`config.mk`:
```
export PLATFORM = sky130hd
export DESIGN_NAME = game_status_ctrl
export DESIGN_NICKNAME = d
export VERILOG_FILES = /design/src/rtl/game_pkg.sv /design/src/rtl/bcd_countdown.sv /design/src/rtl/game_status_ctrl.sv
export SDC_FILE = /design/constraint.sdc
export NUM_CORES = 1
export LEC_CHECK = 0
export CORE_AREA = 4 4 134 72
export CTS_CLUSTER_SIZE = 8
export DETAILED_ROUTE_END_ITERATION = 10
export DIE_AREA = 0 0 138 76
export GPL_ROUTABILITY_DRIVEN = 0
export PLACE_DENSITY_LB_ADDON = 0.05
export SLEW_MARGIN = 10
export SYNTH_ARGS = -nofsm -noshare
export SYNTH_HDL_FRONTEND = slang
export SYNTH_HIERARCHICAL = 1
export SYNTH_SLANG_ARGS = --single-unit
```
`constraint.sdc`:
```
create_clock -name clk -period 6.6 [get_ports clk]
set_clock_uncertainty 0.2 [all_clocks]
set_input_delay 1.65 -clock clk [delete_from_list [all_inputs] [get_ports clk]]
set_output_delay 1.65 -clock clk [all_outputs]
set_load 0.005 [all_outputs]
```
`src/rtl/game_pkg.sv`:
```
// Shared encodings and widths for the game status path.
// The FSM state codes here must match the top-level game FSM.
package game_pkg;

    typedef enum logic [2:0] {
        ST_INIT = 3'd0,
        ST_WAIT = 3'd1,
        ST_GAME = 3'd2,
        ST_WIN  = 3'd3,
        ST_LOSE = 3'd4
    } game_state_e;

    localparam int DIGIT_W = 4;
    localparam int HP_W    = 3;

endpackage

```
`src/rtl/bcd_countdown.sv`:
```
// M:SS BCD countdown; loads start digits, borrows across digits,
// and sticks at 0:00 instead of wrapping.
module bcd_countdown
    import game_pkg::*;
(
    input  logic               clk,
    input  logic               rst,
    input  logic               load,
    input  logic               dec,
    input  logic [DIGIT_W-1:0] start_min,
    input  logic [DIGIT_W-1:0] start_sec_t,
    input  logic [DIGIT_W-1:0] start_sec_u,
    output logic [DIGIT_W-1:0] min,
    output logic [DIGIT_W-1:0] sec_t,
    output logic [DIGIT_W-1:0] sec_u,
    output logic               zero
);

    logic [DIGIT_W-1:0] min_q, min_d;
    logic [DIGIT_W-1:0] t_q, t_d;
    logic [DIGIT_W-1:0] u_q, u_d;

    assign zero = (min_q == '0) && (t_q == '0) && (u_q == '0);

    always_comb begin
        min_d = min_q;
        t_d   = t_q;
        u_d   = u_q;
        if (dec && !zero) begin
            if (u_q != '0) begin
                u_d = u_q - 1'b1;
            end else begin
                u_d = DIGIT_W'(9);
                if (t_q != '0) begin
                    t_d = t_q - 1'b1;
                end else begin
                    t_d   = DIGIT_W'(5);
                    min_d = min_q - 1'b1;
                end
            end
        end
    end

    always_ff @(posedge clk) begin
        if (rst || load) begin
            min_q <= start_min;
            t_q   <= start_sec_t;
            u_q   <= start_sec_u;
        end else begin
            min_q <= min_d;
            t_q   <= t_d;
            u_q   <= u_d;
        end
    end

    assign min   = min_q;
    assign sec_t = t_q;
    assign sec_u = u_q;

endmodule

```
`src/rtl/game_status_ctrl.sv`:
```
// Countdown timer, hit points and invulnerability window for the game FSM.
// Everything reloads in INIT/WAIT and freezes in WIN/LOSE.
module game_status_ctrl
    import game_pkg::*;
#(
    parameter int unsigned TICKS_PER_SEC = 100_000_000,
    parameter int unsigned START_MIN     = 1,
    parameter int unsigned START_SEC_T   = 4,
    parameter int unsigned START_SEC_U   = 7,
    parameter int unsigned HP_START      = 3,
    parameter int unsigned HP_MAX        = 7,
    parameter int unsigned INVULN_CYCLES = 50_000_000
) (
    input  logic               clk,
    input  logic               rst,
    input  logic [2:0]         state,
    input  logic               dmg_pulse,
    input  logic               heal_pulse,
    output logic [DIGIT_W-1:0] time_min,
    output logic [DIGIT_W-1:0] time_sec_t,
    output logic [DIGIT_W-1:0] time_sec_u,
    output logic               time_up,
    output logic [HP_W-1:0]    curr_hp,
    output logic               hp_zero,
    output logic               invuln
);

    localparam int PW = (TICKS_PER_SEC > 1) ? $clog2(TICKS_PER_SEC) : 1;
    localparam int IW = (INVULN_CYCLES > 0) ? $clog2(INVULN_CYCLES + 1) : 1;
    localparam logic [PW-1:0] PRE_LAST = PW'(TICKS_PER_SEC - 1);

    logic            game, reload;
    logic [PW-1:0]   pre_q, pre_d;
    logic [HP_W-1:0] hp_q, hp_d;
    logic [IW-1:0]   inv_q, inv_d;
    logic            dec, accept, heal, zero;

    // Unknown state codes fall into the reload branch, same as INIT.
    always_comb begin
        game   = 1'b0;
        reload = 1'b0;
        case (state)
            ST_GAME:         game   = 1'b1;
            ST_WIN, ST_LOSE: ;
            default:         reload = 1'b1;
        endcase
    end

    assign dec    = game && (pre_q == PRE_LAST);
    assign accept = game && dmg_pulse && (inv_q == '0) && (hp_q != '0);
    assign heal   = game && heal_pulse;

    always_comb begin
        pre_d = pre_q;
        hp_d  = hp_q;
        inv_d = inv_q;
        if (reload) begin
            pre_d = '0;
            hp_d  = HP_W'(HP_START);
            inv_d = '0;
        end else if (game) begin
            pre_d = dec ? '0 : pre_q + 1'b1;
            if (accept && !heal) begin
                hp_d = hp_q - 1'b1;
            end else if (!accept && heal && (hp_q < HP_W'(HP_MAX))) begin
                hp_d = hp_q + 1'b1;
            end
            if (accept) begin
                inv_d = IW'(INVULN_CYCLES);
            end else if (inv_q != '0) begin
                inv_d = inv_q - 1'b1;
            end
        end
    end

    always_ff @(posedge clk) begin
        if (rst) begin
            pre_q <= '0;
            hp_q  <= HP_W'(HP_START);
            inv_q <= '0;
        end else begin
            pre_q <= pre_d;
            hp_q  <= hp_d;
            inv_q <= inv_d;
        end
    end

    bcd_countdown u_bcd (
        .clk         (clk),
        .rst         (rst),
        .load        (reload),
        .dec         (dec),
        .start_min   (DIGIT_W'(START_MIN)),
        .start_sec_t (DIGIT_W'(START_SEC_T)),
        .start_sec_u (DIGIT_W'(START_SEC_U)),
        .min         (time_min),
        .sec_t       (time_sec_t),
        .sec_u       (time_sec_u),
        .zero        (zero)
    );

    assign time_up = game && zero;
    assign curr_hp = hp_q;
    assign hp_zero = (hp_q == '0);
    assign invuln  = (inv_q != '0);

endmodule

```
## Word level (Yosys, flattened, before mapping)

Cells that the tools add are included.

- Reduce and logical (&&, ||, !) cells: 33
- Equal/unequal tests: 4
- Divide/modulo/power cells: 0
- Magnitude comparators: 1
- Multipliers: 0
- Bitwise gates (word level): 3
- Shifts and indexed selects: 0
- Add/sub/neg operators: 7
- Mux-type cells: 9

Operators by type and width:

| kind | number |
|---|---|
| 26-bit 2-to-1 mux | 2 |
| 27-bit by 1-bit adder with 27-bit output, second input constant | 1 |
| 27-bit == test, second input constant | 1 |
| 27-bit 2-to-1 mux | 1 |
| 26-bit logical NOT | 1 |
| 26-bit nonzero test | 1 |
| 26-bit by 1-bit subtractor with 26-bit output, second input constant | 1 |
| 1-bit logical AND | 12 |
| 4-bit logical NOT | 3 |
| 4-bit by 1-bit subtractor with 4-bit output, second input constant | 3 |
| 4-bit 2-to-1 mux | 2 |
| 4-bit nonzero test | 2 |
| 3-bit by 2-bit == test with 1-bit output, second input constant | 2 |
| 3-bit 2-to-1 mux | 2 |
| 2-bit AND reduction | 3 |
| 2-bit nonzero test | 2 |
| 3-bit by 1-bit adder with 3-bit output, second input constant | 1 |
| 3-bit == test, second input constant | 1 |
| 1-bit logical NOT | 3 |
| 3-bit logical NOT | 1 |
| 3-bit < comparator, second input constant | 1 |
| 1-bit inverter | 3 |
| 3-bit AND reduction | 1 |
| 3-bit nonzero test | 1 |
| 5 further kinds | 6 |

- RAM bits: 0
- Logic and storage cells: 63
- Memories: 0
- Input bits: 7
- Bits in read-only memories: 0
- Register bits after elaboration: 68
- Output and inout bits: 18
- Bits in latches: 0

## Logic depth before layout (Yosys ltp)

- Depth after elaboration: 10
- Gate-level depth with buffers: 12
- Gate-level depth less buffers: 12

## By module

The synthesis kept the hierarchy.

Modules (own cells, without submodules):

| module | times used | area each (µm²) | cells an instance | sequential area each (µm²) |
|---|---|---|---|---|
| game_status_ctrl | 1 | 3020.4 | 356 | 1121.1 |
| bcd_countdown | 1 | 723.2 | 69 | 360.3 |

## Worst setup path before layout

OpenSTA, ideal clock, no wires.

- Path kind: input to output
- Start: in state[0]
- End: out time_up
- Setup slack: 2164 ps
- Buffers on the path: 2
- Stages: 4
- Data required time: 4750 ps
- Arrival: 2586 ps
- Path through: nor3b_1 -> clkbuf_1 -> clkbuf_1 -> and2_1

- Cells in the longest elaborated chain, start to end: 3

RTL lines:

| what | RTL line | source |
|---|---|---|
| start: declaration | game_status_ctrl.sv:16 | `input logic [2:0] state,` |
| 3-bit by 2-bit == test with 1-bit output | game_status_ctrl.sv:42 | `case (state)` |
| 1-bit 2-to-1 mux | game_status_ctrl.sv:42 |  |
| 1-bit logical AND | game_status_ctrl.sv:102 | `assign time_up = game && zero;` |
| end: declaration | game_status_ctrl.sv:22 | `output logic time_up,` |

Every way passes these cells.

## Worst setup path after layout

- Start: in state[1]
- End: out time_up

The elaborated chain is that of the path after synthesis.

==> flow_summary.yaml <==
setup_path:
  r2r_cells: 5
  path_class: "input pin to primary output"
  r2r_end: "pre_q[2]$_SDFFE_PP0N_"
  rr_startpoint: "pre_q[3]$_SDFFE_PP0N_"
  start_kind: "input pin"
  crit_end: "time_up"
  critPathMaxFanout: 20
  critical_path_required_ns: 4.75
  cp-startpoint: "state[1]"
  r2r_setup_slack_ns: 3.57
  worstPathArrival_ns: 3.31
  cp-end-kind: "primary output"
detailed_routing:
  wl_um: 8970
  vias: 3188
  post_drt_wl_per_cell_um: 15.5
  drt_iter0_drc: 245
  ant_nets: 0
  viasPerCell: 5.52
  first_pass_iters: 5
  drc: 0
synthesis:
  seq_area_frac_synth_pct: 39.6
  synthCells: 425
  syn_area_per_cell_um2: 8.81
  yosysUniqueCellTypes: 65
  ys_seq_elements: 68
  synth_edf_count: 12
  synth_top_area_share_pct: 29.9
  syn-cell-area_mm2: 0.00374
  synthTopCellsByArea: "dfxtp_1 (30%), edfxtp_1 (9.6%), nor2_1 (5.0%)"
  synth_flop_cell: "dfxtp_1"
  synth-warning-count: 6
  synth-async-reset-ratio_pct: 0
  yosysTopAreaCell: "dfxtp_1"
cts:
  clock_path_buffers: 2
  clock-sinks: 68
  cts_setup_buffers: 0
  cts_made_buffers: 9
  cts_resized: 0
  h-tree-depth: 3
  cts_root_buf: "clkbuf_16"
  cts_tree: "yes"
  clkTransAtPathRegs_ns: 0.05
  clock_latency_ns: 0.33
  hold_buffers: 0
floorplanning:
  rows: 24
  initial_core_util_pct: 44.2
  core_mm2: 0.00847
  die_h_um: 76
  ios: 25
  die_x_um: 138
  die_area_mm2: 0.0105
global_routing:
  met2_usage_pct: 21.9
  track_usage_pct: 17.6
  use_met1_pct: 28.3
  met3_usage_pct: 5.77
  grt_pass1_vias: 2886
  grt_first_pass_wirelength_um: 15100
  grt_max_degree: 26
  antenna_found_initial: 0
  overflow: 0
  busiest_layer: "met1"
placement:
  dpl_cell_area_mm2: 0.00411
  portBuffers: 24
  place_hpwl_um: 6400
power_and_ir_drop:
  switching_share_pct: 26.4
  irDropWorstVdd_mv: 0.146
  powerDensity_mw_per_mm2: 242
  power.switching_uw: 281
  power_frac_seq_pct: 42.8
  intPower_uw: 784
  p_clk_share_pct: 42.6
  comb_power_share_pct: 14.6
  p_leak_nw: 1.52
timing:
  post-route-period-util_pct: 78.2
  worstMarginPinSlew_ns: 0.961
  rsz0062_at_grt: "no"
  relSlewSlack_pct: 36.0
  setup_viol: 0
  drv_slew: 0
  layout_min_cycle_time_ns: 5.16
  hold_violations: 0
  clock.fmax_mhz: 194
  setup_tns_ns: 0
cells_and_area:
  layout_commonest_cell: "dfxtp_1"
  diodes: 0
  area_growth_pct: 17.4
  drive_gt1_share_pct: 8.46
  mostFrequentLayoutCells: "dfxtp_1 (56), nor2_1 (50), nand2_1 (36)"
  fin_area_mm2: 0.00439
  nNetsFinal: 470
status:
  status: "finished clean"
hold_path:
  worst_hold_path_type: "flip-flop to flip-flop"
job:
  maxCapViolations: 0
==> cell usage after synthesis, drive strengths merged, types with 4 or more instances <==
library cell	n
dfxtp	56
nor2	51
nand2	36
a21oi	21
o21ai	21
xnor2	19
nor4	17
nand3	16
nor3	16
xor2	13
edfxtp	12
nand4	12
or3	12
inv	10
and4	9
clkbuf	8
or4	8
buf	7
mux2i	7
o31ai	7
a31oi	6
ha	6
and2	5
and3	4
nor2b	4
==> state kept, by name, indices dropped and copies added, names as in the netlist <==
register and cells:
u_bcd/sec_t 4, u_bcd/sec_u 4, curr_hp 3, pre_q 27, u_bcd/min 4, inv_q 26
==> kinds of logic (layout without fill, tap and decap cells) <==
logic type / Yosys count / count (layout) / synth area share (%)
and+or+nand+nor: 212 / 212 / 33.1
xor gates and xnor gates: 32 / 32 / 7.49
other: 2 / 12 / 0.201
muxes: 7 / 7 / 1.87
buffers and inverters: 25 / 51 / 2.97
AOI/OAI and AO/OA: 73 / 73 / 12.8
DFF: 68 / 68 / 39.6
adders and majority gates: 6 / 6 / 2.01
==> worst min path at each step <==
stage / start / endpoint / slack [ns] / cells after the start
after floorplan: pre_q[1]$_SDFFE_PP0N_ / pre_q[1]$_SDFFE_PP0N_ / 0.24 / 2
after global placement: inv_q[0]$_SDFFE_PP0P_ / inv_q[0]$_SDFFE_PP0P_ / 0.26 / 2
after detailed placement: pre_q[1]$_SDFFE_PP0N_ / pre_q[1]$_SDFFE_PP0N_ / 0.27 / 2
after CTS: inv_q[0]$_SDFFE_PP0P_ / inv_q[0]$_SDFFE_PP0P_ / 0.27 / 2
after global routing: inv_q[1]$_SDFFE_PP0P_ / inv_q[1]$_SDFFE_PP0P_ / 0.30 / 2
final: pre_q[1]$_SDFFE_PP0N_ / pre_q[1]$_SDFFE_PP0N_ / 0.27 / 2
==> layer usage <==
layer,part of all wire (%),wire [um],vias up
met5,0,0,-
met4,1.0,91,0
met3,6.6,589,12
met2,36,3210,90
met1,57,5080,1462
li1,-,-,1624
==> per-stage QoR <==
stage / setup WS, ns / total power, mW / hold slack [ns] / cells / util [%]
final: 1.44 / 1.07 / 0.275 / 578 / 51.9
after global routing: 1.37 / 1.11 / 0.300 / 578 / 51.9
after CTS: 1.44 / 1.07 / 0.272 / 578 / 51.9
after detailed placement: 1.46 / 0.618 / 0.265 / 563 / 48.6
after global placement: 1.44 / 0.616 / 0.259 / 563 / 48.6
after floorplan: 2.16 / 0.562 / 0.244 / 435 / -
==> critical path, cell delays in order <==
cell and delay (ns):
clkdlybuf4s50_1 0.52, nor3b_2 0.18, buf_4 0.27, and2_1 0.18
clkdlybuf4s50_1 0.51
==> layout make-up <==
| type | count | area (um^2) |
|---|---|---|
| inverters | 10 | 37.5 |
| repair buffers | 26 | 255 |
| clock buffers | 13 | 270 |
| well taps | 117 | 146 |
| multi-input cells | 342 | 2190 |
| flip-flops and latches | 68 | 1480 |
| clock inverters | 2 | 10.0 |
| fillers | 793 | 4070 |
==> power groups by stage <==
stage / Sequential [mW] / Combinational, mW / Clock [mW]
CTS: 0.456 / 0.155 / 0.464
global placement: 0.464 / 0.152 / 0
global route: 0.458 / 0.172 / 0.482
floorplan: 0.461 / 0.101 / 0
detailed placement: 0.464 / 0.154 / 0
finish: 0.456 / 0.156 / 0.454
Note: power is estimated with default switching activity, not from simulation.
